[config.mk]
export PLATFORM = sky130hd
export DESIGN_NAME = obj_sensor_scheduler_flat
export DESIGN_NICKNAME = d
export VERILOG_FILES = /design/src/rtl/obj_sensor_scheduler_pkg.sv /design/src/rtl/obj_sensor_scheduler_if.sv /design/src/rtl/obj_sensor_scheduler_debounce.sv /design/src/rtl/obj_sensor_scheduler.sv /design/src/flat_wrapper.sv
export SDC_FILE = /design/constraint.sdc
export NUM_CORES = 1
export LEC_CHECK = 0
export ABC_AREA = 1
export BUFFER_PORTS_ARGS = -buffer_cell sky130_fd_sc_hd__buf_2
export CAP_MARGIN = 20
export CELL_PAD_IN_SITES_DETAIL_PLACEMENT = 1
export CELL_PAD_IN_SITES_GLOBAL_PLACEMENT = 2
export CORE_ASPECT_RATIO = 2
export CORE_MARGIN = 5
export CORE_UTILIZATION = 32
export DETAILED_ROUTE_END_ITERATION = 7
export GPL_TIMING_DRIVEN = 1
export PLACE_DENSITY = 0.87
export REMOVE_ABC_BUFFERS = 1
export SLEW_MARGIN = 20
export SYNTH_ARGS = -nofsm -noshare
export SYNTH_HDL_FRONTEND = slang
export SYNTH_SLANG_ARGS = --single-unit
[constraint.sdc]
create_clock -name clk -period 2.22 [get_ports clk]
set_input_delay 0.222 -clock clk [delete_from_list [all_inputs] [get_ports clk]]
set_output_delay 0.222 -clock clk [all_outputs]
set_load 0.005 [all_outputs]
[src/rtl/obj_sensor_scheduler_pkg.sv]
// Shared encodings for the sensor scheduler: direction codes and FSM states.
package obj_pkg;

    localparam logic [1:0] DIR_F = 2'd0;
    localparam logic [1:0] DIR_R = 2'd1;
    localparam logic [1:0] DIR_B = 2'd2;
    localparam logic [1:0] DIR_L = 2'd3;

    typedef enum logic [1:0] {
        S_IDLE = 2'd0,
        S_REQ  = 2'd1,
        S_WAIT = 2'd2,
        S_GAP  = 2'd3
    } sched_state_t;

endpackage

[src/rtl/obj_sensor_scheduler_if.sv]
// Request/acknowledge/done handshake between the scheduler and the shared ranging unit.
interface obj_sensor_scheduler_if #(
    parameter int DIST_W = 12
);
    logic              rng_req;
    logic [1:0]        rng_sel;
    logic              rng_ack;
    logic              rng_done;
    logic [DIST_W-1:0] rng_dist;

    modport master (
        output rng_req,
        output rng_sel,
        input  rng_ack,
        input  rng_done,
        input  rng_dist
    );

    modport slave (
        input  rng_req,
        input  rng_sel,
        output rng_ack,
        output rng_done,
        output rng_dist
    );
endinterface

[src/rtl/obj_sensor_scheduler_debounce.sv]
// One presence flag: toggles after DEBOUNCE consecutive results that disagree with it.
module obj_debounce #(
    parameter int DEBOUNCE = 3
) (
    input  logic clk,
    input  logic reset,
    input  logic upd,
    input  logic hit,
    output logic flag
);
    logic       r_flag;
    logic [2:0] r_cnt;
    logic [3:0] w_cnt_inc;

    assign w_cnt_inc = {1'b0, r_cnt} + 4'd1;
    assign flag      = r_flag;

    always_ff @(posedge clk) begin
        if (reset) begin
            r_flag <= 1'b0;
            r_cnt  <= 3'd0;
        end else if (upd) begin
            if (hit == r_flag) begin
                r_cnt <= 3'd0;
            end else if (w_cnt_inc >= 4'(DEBOUNCE)) begin
                r_flag <= ~r_flag;
                r_cnt  <= 3'd0;
            end else if (r_cnt != 3'd7) begin
                r_cnt <= w_cnt_inc[2:0];
            end
        end
    end
endmodule

[src/rtl/obj_sensor_scheduler.sv]
// Time-multiplexes one ranging unit over four directions, thresholds each distance
// and debounces the per-direction presence flags; front is rescanned while held.
module obj_sensor_scheduler
    import obj_pkg::*;
#(
    parameter int DIST_W   = 12,
    parameter int TIMEOUT  = 1000,
    parameter int GAP      = 16,
    parameter int DEBOUNCE = 3
) (
    input  logic                  clk,
    input  logic                  reset,
    input  logic                  enable,
    input  logic [DIST_W-1:0]     threshold,
    obj_sensor_scheduler_if.master rng,
    output logic                  front_sensor,
    output logic                  right_sensor,
    output logic                  back_sensor,
    output logic                  left_sensor,
    output logic                  scan_done,
    output logic                  timeout_err
);
    localparam int CNT_MAX = (TIMEOUT > GAP) ? TIMEOUT : GAP;
    localparam int CNT_W   = $clog2(CNT_MAX + 1);

    sched_state_t     r_state;
    sched_state_t     w_state_n;
    logic [CNT_W-1:0] r_cnt;
    logic [1:0]       r_sel;
    logic [1:0]       r_pos;
    logic             r_ins;
    logic             r_scan_done;
    logic             r_timeout_err;

    logic             w_commit;
    logic             w_timeout;
    logic             w_advance;
    logic             w_cnt_clr;
    logic             w_hit;
    logic [1:0]       w_next_pos;
    logic [3:0]       w_upd;
    logic [3:0]       w_flag;

    assign w_hit      = rng.rng_done && (rng.rng_dist != '0) && (rng.rng_dist < threshold);
    assign w_next_pos = r_pos + 2'd1;

    always_ff @(posedge clk) begin
        if (reset) begin
            r_state <= S_IDLE;
        end else begin
            r_state <= w_state_n;
        end
    end

    always_comb begin
        w_state_n = r_state;
        w_commit  = 1'b0;
        w_timeout = 1'b0;
        w_advance = 1'b0;
        w_cnt_clr = 1'b0;
        case (r_state)
            S_IDLE: begin
                if (enable) w_state_n = S_REQ;
            end
            S_REQ: begin
                if (rng.rng_ack) begin
                    w_state_n = S_WAIT;
                    w_cnt_clr = 1'b1;
                end
            end
            S_WAIT: begin
                // A done arriving on the last allowed cycle still counts as a real result.
                if (rng.rng_done) begin
                    w_commit  = 1'b1;
                    w_cnt_clr = 1'b1;
                    w_state_n = S_GAP;
                end else if (r_cnt == CNT_W'(TIMEOUT - 1)) begin
                    w_commit  = 1'b1;
                    w_timeout = 1'b1;
                    w_cnt_clr = 1'b1;
                    w_state_n = S_GAP;
                end
            end
            S_GAP: begin
                if (r_cnt == CNT_W'(GAP - 1)) begin
                    w_advance = 1'b1;
                    w_cnt_clr = 1'b1;
                    w_state_n = enable ? S_REQ : S_IDLE;
                end
            end
            default: w_state_n = S_IDLE;
        endcase
    end

    always_ff @(posedge clk) begin
        if (reset || w_cnt_clr) begin
            r_cnt <= '0;
        end else if (r_state == S_WAIT || r_state == S_GAP) begin
            r_cnt <= r_cnt + 1'b1;
        end
    end

    // r_pos tracks the round position; an inserted front slot leaves it untouched.
    always_ff @(posedge clk) begin
        if (reset) begin
            r_sel <= DIR_F;
            r_pos <= DIR_F;
            r_ins <= 1'b0;
        end else if (w_advance) begin
            if (!r_ins && front_sensor && r_sel != DIR_F && w_next_pos != DIR_F) begin
                r_sel <= DIR_F;
                r_ins <= 1'b1;
            end else begin
                r_sel <= w_next_pos;
                r_pos <= w_next_pos;
                r_ins <= 1'b0;
            end
        end
    end

    always_ff @(posedge clk) begin
        if (reset) begin
            r_scan_done   <= 1'b0;
            r_timeout_err <= 1'b0;
        end else begin
            r_scan_done   <= w_commit && (r_sel == DIR_L);
            r_timeout_err <= w_timeout;
        end
    end

    for (genvar gi = 0; gi < 4; gi++) begin : g_dir
        assign w_upd[gi] = w_commit && (r_sel == 2'(gi));
        obj_debounce #(
            .DEBOUNCE(DEBOUNCE)
        ) u_deb (
            .clk  (clk),
            .reset(reset),
            .upd  (w_upd[gi]),
            .hit  (w_hit),
            .flag (w_flag[gi])
        );
    end

    assign rng.rng_req  = (r_state == S_REQ);
    assign rng.rng_sel  = r_sel;
    assign front_sensor = w_flag[DIR_F];
    assign right_sensor = w_flag[DIR_R];
    assign back_sensor  = w_flag[DIR_B];
    assign left_sensor  = w_flag[DIR_L];
    assign scan_done    = r_scan_done;
    assign timeout_err  = r_timeout_err;
endmodule

[src/flat_wrapper.sv]
// flat-port wrapper written by rule: the top's interface ports become plain ports
module obj_sensor_scheduler_flat import obj_pkg::*;
#(
    parameter int DIST_W   = 12,
    parameter int TIMEOUT  = 1000,
    parameter int GAP      = 16,
    parameter int DEBOUNCE = 3
)
  (clk, reset, enable, threshold, front_sensor, right_sensor, back_sensor, left_sensor, scan_done, timeout_err, rng_rng_req, rng_rng_sel, rng_rng_ack, rng_rng_done, rng_rng_dist);
  obj_sensor_scheduler_if #(.DIST_W(DIST_W)) rng_i ();
  input  logic clk;
  input  logic reset;
  input  logic enable;
  input  logic [DIST_W-1:0] threshold;
  output logic front_sensor;
  output logic right_sensor;
  output logic back_sensor;
  output logic left_sensor;
  output logic scan_done;
  output logic timeout_err;
  output wire logic [$bits(rng_i.rng_req)-1:0] rng_rng_req;
  output wire logic [$bits(rng_i.rng_sel)-1:0] rng_rng_sel;
  input wire logic [$bits(rng_i.rng_ack)-1:0] rng_rng_ack;
  input wire logic [$bits(rng_i.rng_done)-1:0] rng_rng_done;
  input wire logic [$bits(rng_i.rng_dist)-1:0] rng_rng_dist;
  assign rng_rng_req = rng_i.rng_req;
  assign rng_rng_sel = rng_i.rng_sel;
  assign rng_i.rng_ack = rng_rng_ack;
  assign rng_i.rng_done = rng_rng_done;
  assign rng_i.rng_dist = rng_rng_dist;
  obj_sensor_scheduler #(.DIST_W(DIST_W), .TIMEOUT(TIMEOUT), .GAP(GAP), .DEBOUNCE(DEBOUNCE)) u_core (.clk(clk), .reset(reset), .enable(enable), .threshold(threshold), .rng(rng_i), .front_sensor(front_sensor), .right_sensor(right_sensor), .back_sensor(back_sensor), .left_sensor(left_sensor), .scan_done(scan_done), .timeout_err(timeout_err));
endmodule
-- Word level (Yosys, flattened, before mapping)
Index checks and enable logic that the tools add are counted.
- word-level logic and storage cells: 116
- output and inout port bits: 9
- flip-flop bits (word level): 35
- bitwise logic cells: 10
- multiplexer cells: 28
- equal/unequal tests: 20
- $add $sub $neg: 6
- reductions and logical operators: 32
- magnitude comparators: 5
- operator list (cell ; number):
    $mux 3 ; 12
    $add 3x1->4 const B ; 4
    $ge 4x2->1 const B ; 4
    $lt 12x12->1 ; 1
    $mux 2 ; 6
    $ne 3x3->1 const B ; 4
    $reduce_and 3->1 ; 4
    $reduce_bool 12->1 ; 1
    $reduce_bool 3->1 ; 4
    $add 10x1->10 const B ; 1
    $eq 10x10->1 const B ; 1
    $eq 10x4->1 const B ; 1
    $not 1->1 ; 10
    $reduce_and 2->1 ; 5
    $logic_and 1x1->1 ; 9
    $eq 2x2->1 const B ; 4
    $mux 1 ; 8
    $pmux 2 s4 ; 1
    $eq 1x1->1 ; 4
    $eq 2x1->1 const B ; 2
    $logic_not 2->1 ; 2
    $ne 2x1->1 const B ; 2
    $reduce_and 4->1 ; 1
    $reduce_bool 2->1 ; 2
    other kinds (7) ; 8

-- Depth between registers and ports, before layout
- word-level depth: 6
- depth in mapped cells: 13

-- Cells and area by module
From an unflattened synthesis, not the netlist that was laid out.
- cell total of the unflattened synthesis: 326
- area total of the unflattened synthesis: 2462.4 um^2
- by module, submodules not included (module ; instances ; seq. area each (um^2) ; cells an instance ; area each (um^2)):
    obj_sensor_scheduler ; 1 ; 380.4 ; 186 ; 1386.3
    obj_debounce ; 4 ; 80.1 ; 35 ; 269.0

-- Worst setup path after synthesis
Ideal clock, no wire load.
- path type: reg2reg
- from: register u_core.r_state[0]
- to: register u_core.r_cnt[6]
- data arrival time: 1.571 ns
- path buffers: 0
- data required time: 2.150 ns
- stages on the path, launching flop included: 11
- library setup time: 0.070 ns
- clock period less this slack: 1.641 ns
- setup slack: 0.579 ns
- cells stage by stage: dfxtp_1 > inv_1 > ha_1 > nor2_1 > nor2_2 > inv_1 > nor2_1 > inv_2 > nor3_2 > or2_2 > a21oi_1
- longest elaborated chain between the ends: 3
- ends and longest elaborated chain (what ; RTL line ; source):
    start, declared ; obj_sensor_scheduler.sv:26 ; sched_state_t r_state;
    start signal, assigned ; obj_sensor_scheduler.sv:51 ; r_state <= w_state_n;
    $eq 2x2->1 / $eq 2x1->1 (equally long branches) ; obj_sensor_scheduler.sv:61, obj_sensor_scheduler.sv:98 ;
    $pmux 1 s3 ; obj_sensor_scheduler.sv:61 ; case (r_state)
    $logic_or 1x1->1 ; obj_sensor_scheduler.sv:96 ; if (reset || w_cnt_clr) begin
    end signal, assigned ; obj_sensor_scheduler.sv:99 ; r_cnt <= r_cnt + 1'b1;
    end, declared ; obj_sensor_scheduler.sv:28 ; logic [CNT_W-1:0] r_cnt;
Parallel ways exist; a longest one is shown, timed or not.
A chain may end at the register's enable or synchronous reset.

-- Worst setup path in the final report
- from: register u_core.r_state[0]
- to: register u_core.r_cnt[9]
The elaborated chain is that of the path after synthesis.

==> flow_metrics.env <==
export IMPL_dp_hpwl_microns=5150
export IMPL_fin_ws_ns=0.337
export IMPL_cp_data_required_time_ns=2.39
export IMPL_hp_start="reset"
export IMPL_syn_area_sq_um=2430
export IMPL_yosys_area_share_simple=0.370
export IMPL_final_max_slew_violation_count=0
export IMPL_ios=38
export IMPL_clk_path_buf_depth=2
export IMPL_synth_compound_area_share=0.0825
export IMPL_route_antenna_remaining_nets=0
export IMPL_clock_skew_ns=0.0106
export IMPL_path_clk_slew_ns=0.06
export IMPL_cap_violations=0
export IMPL_dpl_cell_area_sq_um=2730
export IMPL_synth_top_area_share=0.289
export IMPL_status="finished clean"
export IMPL_drive_above_1_share=0.194
export IMPL_post_synth_cell_area_avg_sq_um=7.10
export IMPL_synthXorXnorAreaFrac=0.0216
export IMPL_vias_per_cell=4.79
export IMPL_rows=45
export IMPL_ys_seq_area_frac=0.289
export IMPL_finalHoldViolations=0
export IMPL_htreeDepth=2
export IMPL_period_needed_ns=1.88
export IMPL_clk_latency_ns=0.28
export IMPL_critPathLaunch="u_core.r_state[0]"
export IMPL_final_util=0.388
export IMPL_vias=2300
export IMPL_finalInstanceArea_sq_um=2900
export IMPL_gp_congestion=0.892
export IMPL_synth_cell_types=29
export IMPL_cp_arrival_ns=2.05
export IMPL_drc=0
export IMPL_reg2reg_from="u_core.r_state[0]"
export IMPL_coreArea_sq_um=7490
export IMPL_criticalPathCategory="flop to flop"
export IMPL_fin_cells=480
export IMPL_dr_pass1_iters=4
export IMPL_die_height_microns=133
export IMPL_cts_buffers=5
export IMPL_cts_root_buf="clkbuf_16"
export IMPL_synthMuxAreaShare=0
export IMPL_leakage_nw=1.33
export IMPL_finalSetupViolations=0
export IMPL_slew_headroom=0.699
export IMPL_synth_top_family_by_area="simple AND/OR/NAND/NOR gates"
export IMPL_start_util=0.324
export IMPL_cts_resized=0
export IMPL_clock_sinks=35
export IMPL_cts_tree="done"
export IMPL_overflow=0
export IMPL_cp_end_kind="flop"
export IMPL_yosysWarnings=0
export IMPL_die_area_sq_um=9530
export IMPL_hold_path_class="input pin to flop"
export IMPL_powerDensity_nw_per_um2=665
export IMPL_grt_pass1_vias=2506
export IMPL_post_cts_setup_buffers=0
export IMPL_synth_fa_ha_area_frac=0.144
export IMPL_dr_first_iter_drc_count=35
export IMPL_synth_cells=342
export IMPL_crit_path_start_kind="flop"
export IMPL_placedCellCount=472
export IMPL_grt_pass1_wl_microns=10900
export IMPL_place_ws_ns=0.274
export IMPL_n_antenna_cell=0
export IMPL_post_route_period_util=0.848
export IMPL_final_cell_mix="inv_1, nand2_1, nor2_1, buf_2, dfxtp_1"
export IMPL_drt_total_wl_microns=6200
export IMPL_layout_commonest_cell="inv_1"
export IMPL_antenna_found_initial=0
export IMPL_holdBufCountCts=0
export IMPL_cp_max_fo=5
export IMPL_yosys_top_cells_area="dfxtp_1, ha_1, inv_1"
export IMPL_wl_per_cell_microns=12.9
export IMPL_rsz0062_at_grt="false"
export IMPL_die_w_microns=71.6
export IMPL_ir_worst_vdd_mv=0.455
export IMPL_area_growth_pct=19.6
export IMPL_worst_pin_slew_ns=0.448
export IMPL_io_buffer_count=37
export IMPL_grt_usage=0.140
export IMPL_fmax_mhz=531
export IMPL_grt_max_degree=12
export IMPL_tns_ns=0
export IMPL_nNetsFinal=442
export IMPL_synth_top_cell_by_area="dfxtp_1"
export IMPL_synth_seq_cells=35
-- critical path, stage by stage, from the launching register on --
cell and delay (ns):
dfxtp_1 0.32, inv_1 0.14, ha_1 0.28, nor2_1 0.15, nor3_2 0.18, nand3_1 0.16
nor3_2 0.20, nand3_1 0.13, xor2_1 0.16, nor2_1 0.05
-- per-layer routing --
layer	track usage	vias to the layer above	share of wire
li1	-	1196	-
met2	0.253	45	0.50
met4	0.0617	0	0.027
met3	0.0295	11	0.050
met5	0	-	0
met1	0.152	1048	0.42
-- logic make-up (layout without fill, tap and decap cells) --
kind of cell	after synthesis	in the layout
DFF	35	35
AOI/OAI and AO/OA	39	39
adders and majority gates	28	28
and+or+nand+nor	174	174
buffers and inverters	60	104
xor gates and xnor gates	6	6
-- synthesized netlist by cell type --
cell type,n
dfxtp_1,35
inv_2,4
nor2_4,1
nand4_2,4
nor3_2,5
a211oi_1,1
a21oi_1,30
nor3_1,5
or2_2,1
nor2_1,46
nor2_2,1
nand3b_1,4
nand2_2,7
nand4_1,4
nand3_2,1
o21ai_1,5
nor3_4,4
and2_0,1
nand3_1,33
ha_1,28
o21ai_0,2
nor4_1,3
nand2_4,1
o21a_1,1
inv_1,54
xor2_1,6
clkbuf_1,2
or3_1,1
nand2_1,52
-- flip-flops by register name, indices dropped and copies added (netlist names) --
signal and cells:
u_core.r_cnt 10, u_core.g_dir.u_deb.flag 4, u_core.r_state 2, u_core.scan_done 1
u_core.timeout_err 1, u_core.g_dir.u_deb.r_cnt 12, u_core.rng.rng_sel 2, u_core.r_pos 2
u_core.r_ins 1
-- where the power goes --
group / internal (mW) / total (mW) / switching [mW]
Combinational: 0.157 / 0.419 / 0.263
Sequential: 0.662 / 0.691 / 0.0289
Clock: 0.558 / 0.821 / 0.263
Total: 1.38 / 1.93 / 0.555
-- through the flow --
stage                     power, mW  hold slack [ns]
after floorplan                1.00            0.291
after global placement         1.10            0.453
after detailed placement       1.13            0.454
after CTS                      1.97            0.178
after global routing           2.06            0.189
final                          1.93            0.187
-- final timing paths --
path,to,slack [ns],cells after the start
setup / recovery,u_core.r_cnt[9],0.34,9
hold reg to reg,u_core.r_ins,0.46,2
setup reg to reg,u_core.r_cnt[9],0.34,9
hold / removal,u_core.r_pos[1],0.19,2
-- area by class of cell --
type	count	area, sq um
inverters	58	218
clock inverters	2	35.0
fillers	972	4580
multi-input cells	247	1500
well taps	94	118
repair buffers	38	193
flip-flops and latches	35	701
clock buffers	6	139
No activity file was read; power rests on OpenSTA's default activity.
